<file path="src/rtl/voice_adsr_if.sv">
// Control and sample bundle between the sequencer front end and one voice_adsr channel.
interface voice_adsr_if #(
  parameter int BITDEPTH = 14
);
  logic [1:0]                 voice_select;
  logic [7:0]                 pulse_width;
  logic [15:0]                pitch_increment;
  logic [7:0]                 envelope_attack;
  logic [7:0]                 envelope_decay;
  logic [7:0]                 envelope_sustain;
  logic [7:0]                 envelope_release;
  logic                       gate;
  logic signed [BITDEPTH-1:0] out;
  logic                       active;

  modport master (
    output voice_select, pulse_width, pitch_increment,
    output envelope_attack, envelope_decay, envelope_sustain, envelope_release,
    output gate,
    input  out, active
  );

  modport slave (
    input  voice_select, pulse_width, pitch_increment,
    input  envelope_attack, envelope_decay, envelope_sustain, envelope_release,
    input  gate,
    output out, active
  );
endinterface

</file>
<file path="src/rtl/voice_adsr.sv">
// Single synth voice: phase-accumulator oscillator (saw/triangle/pulse/noise) scaled by an ADSR envelope.
// Define VOICE_ADSR_NOISE_EN to build the LFSR noise source; otherwise voice_select 3 is silent.
module voice_adsr #(
  parameter int BITDEPTH    = 14,
  parameter int BITFRACTION = 8,
  parameter int ENVBITS     = 16
) (
  input  logic         sample_clock,
  input  logic         rst,
  voice_adsr_if.slave  bus
);
  localparam int P = BITDEPTH + BITFRACTION;
  localparam logic [ENVBITS-1:0] ENV_MAX = '1;

  typedef enum logic [2:0] {IDLE, ATTACK, DECAY, SUSTAIN, RELEASE} state_t;

  logic [P-1:0]                phase;
  logic [BITDEPTH-1:0]         ph;
  logic [BITDEPTH-2:0]         fold;
  logic signed [BITDEPTH-1:0]  wave;
  logic signed [BITDEPTH+ENVBITS:0] prod;
  logic signed [BITDEPTH-1:0]  out_n;
  logic signed [BITDEPTH-1:0]  out_q;
  logic                        active_q;

  state_t                      state, state_n;
  logic [ENVBITS-1:0]          env, env_n;
  logic [ENVBITS-1:0]          sus_lvl;
  logic [ENVBITS:0]            att_step, dec_step, rel_step, att_sum;
  logic                        gate_q, rise, fall;

  assign ph = phase[P-1 -: BITDEPTH];

  always_ff @(posedge sample_clock or posedge rst) begin
    if (rst) phase <= '0;
    else     phase <= phase + P'(bus.pitch_increment);
  end

`ifdef VOICE_ADSR_NOISE_EN
  logic [15:0] lfsr;
  logic [3:0]  nib_q;

  // LFSR advances whenever the top phase nibble moves, so noise colour tracks pitch
  always_ff @(posedge sample_clock or posedge rst) begin
    if (rst) begin
      lfsr  <= 16'hACE1;
      nib_q <= '0;
    end else begin
      nib_q <= ph[BITDEPTH-1 -: 4];
      if (ph[BITDEPTH-1 -: 4] != nib_q)
        lfsr <= {lfsr[14:0], lfsr[15] ^ lfsr[13] ^ lfsr[12] ^ lfsr[10]};
    end
  end
`endif

  always_comb begin
    wave = '0;
    fold = ph[BITDEPTH-1] ? ~ph[BITDEPTH-2:0] : ph[BITDEPTH-2:0];
    case (bus.voice_select)
      2'd0: wave = {~ph[BITDEPTH-1], ph[BITDEPTH-2:0]};
      2'd1: wave = {~fold[BITDEPTH-2], fold[BITDEPTH-3:0], 1'b0};
      2'd2: wave = (ph[BITDEPTH-1 -: 8] < bus.pulse_width)
                   ? {1'b0, {(BITDEPTH-1){1'b1}}}
                   : {1'b1, {(BITDEPTH-1){1'b0}}};
      default: begin
`ifdef VOICE_ADSR_NOISE_EN
        wave = lfsr[15 -: BITDEPTH];
`else
        wave = '0;
`endif
      end
    endcase
  end

  // Envelope is zero-extended so the product stays signed; >>> floors toward -inf
  always_comb begin
    prod  = wave * $signed({1'b0, env});
    out_n = BITDEPTH'(prod >>> ENVBITS);
  end

  assign rise     = bus.gate & ~gate_q;
  assign fall     = ~bus.gate & gate_q;
  assign sus_lvl  = {bus.envelope_sustain, {(ENVBITS-8){1'b0}}};
  assign att_step = (ENVBITS+1)'(bus.envelope_attack)  + (ENVBITS+1)'(1);
  assign dec_step = (ENVBITS+1)'(bus.envelope_decay)   + (ENVBITS+1)'(1);
  assign rel_step = (ENVBITS+1)'(bus.envelope_release) + (ENVBITS+1)'(1);
  assign att_sum  = {1'b0, env} + att_step;

  always_ff @(posedge sample_clock or posedge rst) begin
    if (rst) begin
      state    <= IDLE;
      env      <= '0;
      gate_q   <= 1'b0;
      out_q    <= '0;
      active_q <= 1'b0;
    end else begin
      state    <= state_n;
      env      <= env_n;
      gate_q   <= bus.gate;
      out_q    <= out_n;
      active_q <= (state_n != IDLE);
    end
  end

  // A gate edge only changes state; env is carried over so retrigger/release never click
  always_comb begin
    state_n = state;
    env_n   = env;
    if (rise) begin
      state_n = ATTACK;
    end else if (fall && (state == ATTACK || state == DECAY || state == SUSTAIN)) begin
      state_n = RELEASE;
    end else begin
      case (state)
        IDLE: env_n = '0;
        ATTACK: begin
          if (att_sum >= {1'b0, ENV_MAX}) begin
            env_n   = ENV_MAX;
            state_n = DECAY;
          end else begin
            env_n = att_sum[ENVBITS-1:0];
          end
        end
        DECAY: begin
          // env - step <= S rewritten as env <= S + step to avoid underflow
          if (env < sus_lvl || {1'b0, env} <= ({1'b0, sus_lvl} + dec_step)) begin
            env_n   = sus_lvl;
            state_n = SUSTAIN;
          end else begin
            env_n = env - dec_step[ENVBITS-1:0];
          end
        end
        SUSTAIN: env_n = sus_lvl;
        RELEASE: begin
          if ({1'b0, env} <= rel_step) begin
            env_n   = '0;
            state_n = IDLE;
          end else begin
            env_n = env - rel_step[ENVBITS-1:0];
          end
        end
        default: begin
          env_n   = '0;
          state_n = IDLE;
        end
      endcase
    end
  end

  assign bus.out    = out_q;
  assign bus.active = active_q;
endmodule

</file>
<file path="src/flat_wrapper.sv">
// flat-port wrapper written by rule: the top's interface ports become plain ports
module voice_adsr_flat 
#(
  parameter int BITDEPTH    = 14,
  parameter int BITFRACTION = 8,
  parameter int ENVBITS     = 16
)
  (sample_clock, rst, bus_voice_select, bus_pulse_width, bus_pitch_increment, bus_envelope_attack, bus_envelope_decay, bus_envelope_sustain, bus_envelope_release, bus_gate, bus_out, bus_active);
  voice_adsr_if #(.BITDEPTH(BITDEPTH)) bus_i ();
  input  logic sample_clock;
  input  logic rst;
  input wire logic [$bits(bus_i.voice_select)-1:0] bus_voice_select;
  input wire logic [$bits(bus_i.pulse_width)-1:0] bus_pulse_width;
  input wire logic [$bits(bus_i.pitch_increment)-1:0] bus_pitch_increment;
  input wire logic [$bits(bus_i.envelope_attack)-1:0] bus_envelope_attack;
  input wire logic [$bits(bus_i.envelope_decay)-1:0] bus_envelope_decay;
  input wire logic [$bits(bus_i.envelope_sustain)-1:0] bus_envelope_sustain;
  input wire logic [$bits(bus_i.envelope_release)-1:0] bus_envelope_release;
  input wire logic [$bits(bus_i.gate)-1:0] bus_gate;
  output wire logic [$bits(bus_i.out)-1:0] bus_out;
  output wire logic [$bits(bus_i.active)-1:0] bus_active;
  assign bus_i.voice_select = bus_voice_select;
  assign bus_i.pulse_width = bus_pulse_width;
  assign bus_i.pitch_increment = bus_pitch_increment;
  assign bus_i.envelope_attack = bus_envelope_attack;
  assign bus_i.envelope_decay = bus_envelope_decay;
  assign bus_i.envelope_sustain = bus_envelope_sustain;
  assign bus_i.envelope_release = bus_envelope_release;
  assign bus_i.gate = bus_gate;
  assign bus_out = bus_i.out;
  assign bus_active = bus_i.active;
  voice_adsr #(.BITDEPTH(BITDEPTH), .BITFRACTION(BITFRACTION), .ENVBITS(ENVBITS)) u_core (.sample_clock(sample_clock), .rst(rst), .bus(bus_i));
endmodule
</file>
<file path="config.mk">
export PLATFORM = sky130hd
export DESIGN_NAME = voice_adsr_flat
export DESIGN_NICKNAME = d
export VERILOG_FILES = /design/src/rtl/voice_adsr_if.sv /design/src/rtl/voice_adsr.sv /design/src/flat_wrapper.sv
export SDC_FILE = /design/constraint.sdc
export NUM_CORES = 1
export LEC_CHECK = 0
export CORE_MARGIN = 2
export CORE_UTILIZATION = 53
export CTS_CLUSTER_DIAMETER = 100
export DETAILED_ROUTE_END_ITERATION = 10
export GPL_TIMING_DRIVEN = 0
export PLACE_DENSITY = 0.82
export SLEW_MARGIN = 10
export SYNTH_ARGS = -nofsm -noshare
export SYNTH_HDL_FRONTEND = slang
export SYNTH_SLANG_ARGS = --single-unit
</file>
<file path="constraint.sdc">
create_clock -name sample_clock -period 9.15 [get_ports sample_clock]
set_input_delay 0.915 -clock sample_clock [delete_from_list [all_inputs] [get_ports sample_clock]]
set_output_delay 0.915 -clock sample_clock [all_outputs]
set_load 0.01 [all_outputs]
</file>
==> metrics.md <==
| Metric | Value |
|---|---|
| Worst-path clk slew | `0.07 ns` |
| Placed Cells incl. Taps | `1922` |
| Antenna Cells | `0` |
| Cell Rows | `57` |
| Die area | `approximately 0.026 mm²` |
| PortBufs | `75` |
| Main synth FF type | `dfrtp_1` |
| Yosys reg bits | `57` |
| Drt first pass iters | `5` |
| CP max stage cell | `fa_1` |
| Avg WL per Cell | `17.2 µm` |
| Dpl hpwl | `about 27000 µm` |
| Crit path largest cell delay | `0.54 ns` |
| Final Hold Fails | `0` |
| Critical path class | `in -> reg` |
| Ys Warns | `0` |
| Crit share post-route | `0.960` |
| Root Buffer | `clkbuf_16` |
| IO Pins | `76` |
| DRC viols | `0` |
| Finished Layout Cells | `1941` |
| DR vias/cell | `around 5.8` |
| Most common cell after layout, fill and taps aside | `inv_1` |
| Worst Path Buf+Inv | `6` |
| Yosys cell types | `72` |
| Area Growth Syn to Fin | `12.4%` |
| Initial antenna violation count | `0` |
| Gr ovfl total | `0` |
| Die extent in y | `161 µm` |
| Worst min path class | `reg -> reg` |
| CP Data Arrival Time | `roughly 9.0 ns` |
| CP required | `between 9 and 10 ns` |
| CTS sink count | `57` |
| First-pass GRT wire length | `54900 µm` |
| Final TNS setup | `0 ns` |
| Drt initial violations | `913` |
| Max-Cap Viols | `0` |
| Fin Clk Skew | `0.0139 ns` |
| Tightest Pin Transition | `1.04 ns` |
| Mapped Avg Cell Area | `8.58 µm²` |
| Max frequency | `0.114 GHz` |
| Tot Pwr | `2910 µW` |
| P_leak | `approximately 0.0073 µW` |
| Synth async-reset ratio | `1.00` |
| Vias in the first global route | `between 10k and 15k` |
| Number of synthesized flops with an enable pin | `0` |
| Nets | `2016` |
| Die Width | `161 µm` |
| Most frequent cells in the layout | `inv_1 (239), ha_1 (174), fa_1 (169)` |
| Syn Std Cell Area | `0.0131 mm²` |
| Share of post-route cells with drive strength above 1 | `0.0439` |
| Drt total wl | `approximately 33000 µm` |
| Clock buffer depth | `2` |
| Initial Util | `0.539` |
| CTS Buf Count | `9` |
| Detail Route Antenna Nets | `0` |
| Htree depth | `3` |
| Worst path top cell family by delay | `adder cells` |
| Crit. End Element | `flip-flop` |
| Syn nets | `1927` |
| Pwr/cell area | `just under 200 mW/mm²` |
| CTS tree | `yes` |
| Clock latency on the worst-skew pair | `0.36 ns` |
| Total GRT Usage | `0.263` |
| Outcome | `complete, no violations` |
| Most used cell along the critical path | `fa_1` |
| Crit path launch type | `primary input` |
| Largest net degree at the start of global routing | `58` |
| DR vias | `about 11k` |
| Slew headroom | `0.300` |
| CP Max Fanout | `10` |
| Final Wtd Congestion | `between 0.9 and 1` |
| Synthesized instance count | `1523` |
| Fin util | `0.606` |
| Sequential area share after synthesis | `0.109` |
| Worst-case vdd ir drop | `0.105 mV` |
| Final Max Slew Viols | `0` |
| Final setup violation count | `0` |
| Core region area | `0.0242 mm²` |
| Tmin final | `8.79 ns` |
| Hold slack | `0.471 ns` |
## power breakdown
group          switching, µW  internal [µW]  leakage, µW  total (µW)
Combinational           1220            892      0.00641        2110
Sequential              83.0            348     0.000705         431
Clock                    151            214     0.000147         365
## synthesized netlist by cell type, types with 31 or more instances
library cell / count / area, µm²
a21oi_1: 76 / 380
and2_1: 64 / 400
clkbuf_1: 47 / 176
dfrtp_1: 57 / 1430
fa_1: 169 / 3380
ha_1: 174 / 2180
inv_1: 240 / 901
nand2_1: 139 / 522
nand3_1: 32 / 160
nor2_1: 79 / 297
nor2b_1: 59 / 369
o21ai_0: 40 / 200
xnor2_1: 65 / 569
xor2_1: 31 / 272
## cells by family (layout without fill, tap and decap cells)
group / count (synthesis) / count (layout) / share of synthesized area
buffers and inverters: 290 / 384 / 0.0834
xor gates and xnor gates: 96 / 96 / 0.0643
DFF: 57 / 57 / 0.109
adders and majority gates: 344 / 344 / 0.426
AOI/OAI and AO/OA: 258 / 258 / 0.130
and+or+nand+nor: 478 / 478 / 0.187
## stage by stage
stage / setup slack, ns / cell area [µm²]
2_1_floorplan: 1.22 / 13100
3_3_place_gp: -0.375 / 14200
3_5_place_dp: -0.521 / 14200
4_1_cts: 0.0220 / 14600
5_1_grt: -0.0564 / 14700
6_report: 0.362 / 14700
## registers in the layout, indices dropped and copies added (netlist names)
| register | count |
|---|---|
| u_core.bus.active | 1 |
| u_core.bus.out | 14 |
| u_core.env | 16 |
| u_core.gate_q | 1 |
| u_core.phase | 22 |
| u_core.state | 3 |
## path summary, 6_finish.rpt
check | startpoint | to | slack (ns) | cells after the start
setup / recovery | bus_pulse_width[7] | u_core.bus.out[12] | 0.36 | 29
hold / removal | u_core.phase[0] | u_core.phase[0] | 0.47 | 1
setup reg to reg | u_core.phase[19] | u_core.bus.out[12] | 0.93 | 27
hold reg to reg | u_core.phase[0] | u_core.phase[0] | 0.47 | 1
max in group asynchronous | rst | u_core.bus.out[5] | 7.58 | 2
min in group asynchronous | rst | u_core.phase[5] | 1.05 | 2
## repair_timing
item,4_1_cts,5_1_grt
buffers inserted,0,4
hold buffers,0,0
resized for setup,6,39
pin swaps,0,3
setup endpoints to repair,2,10
## metal layers
metal | global-route usage | up-vias | wire length [µm]
met5 | 0 | - | 0
met4 | 0.101 | 0 | 1150
met3 | 0.0295 | 79 | 2510
met2 | 0.461 | 483 | 16400
met1 | 0.335 | 5481 | 13400
li1 | - | 5203 | -
## worst register-to-register path, stage by stage (launching register included)
cell      delay (ns)
dfrtp_1         0.47
ha_1            0.33
a21oi_1         0.15
o22ai_1         0.09
a21oi_1         0.28
nand2_1         0.24
a22oi_2         0.22
buf_4           0.19
clkbuf_1        0.42
nor2_1          0.15
fa_1            0.53
fa_1            0.52
fa_1            0.52
fa_1            0.52
fa_1            0.54
inv_1           0.05
fa_1            0.53
inv_1           0.04
ha_1            0.34
a21o_1          0.21
a21oi_1         0.22
o211ai_1        0.14
a21oi_1         0.19
nor2_1          0.07
o21ai_0         0.27
a31oi_2         0.24
or4_1           0.52
o311ai_0        0.13
## area by class of cell
| class | instances | area, µm² |
|---|---|---|
| Fill cell | 2059 | 9560 |
| Multi-Input combinational cell | 1176 | 10700 |
| Clock inverter | 7 | 77.6 |
| Buffer | 48 | 200 |
| Sequential cell | 57 | 1430 |
| Inverter | 241 | 907 |
| Tap cell | 324 | 405 |
| Timing Repair Buffer | 79 | 781 |
| Clock buffer | 9 | 225 |
Note: power is estimated with default switching activity, not from simulation.
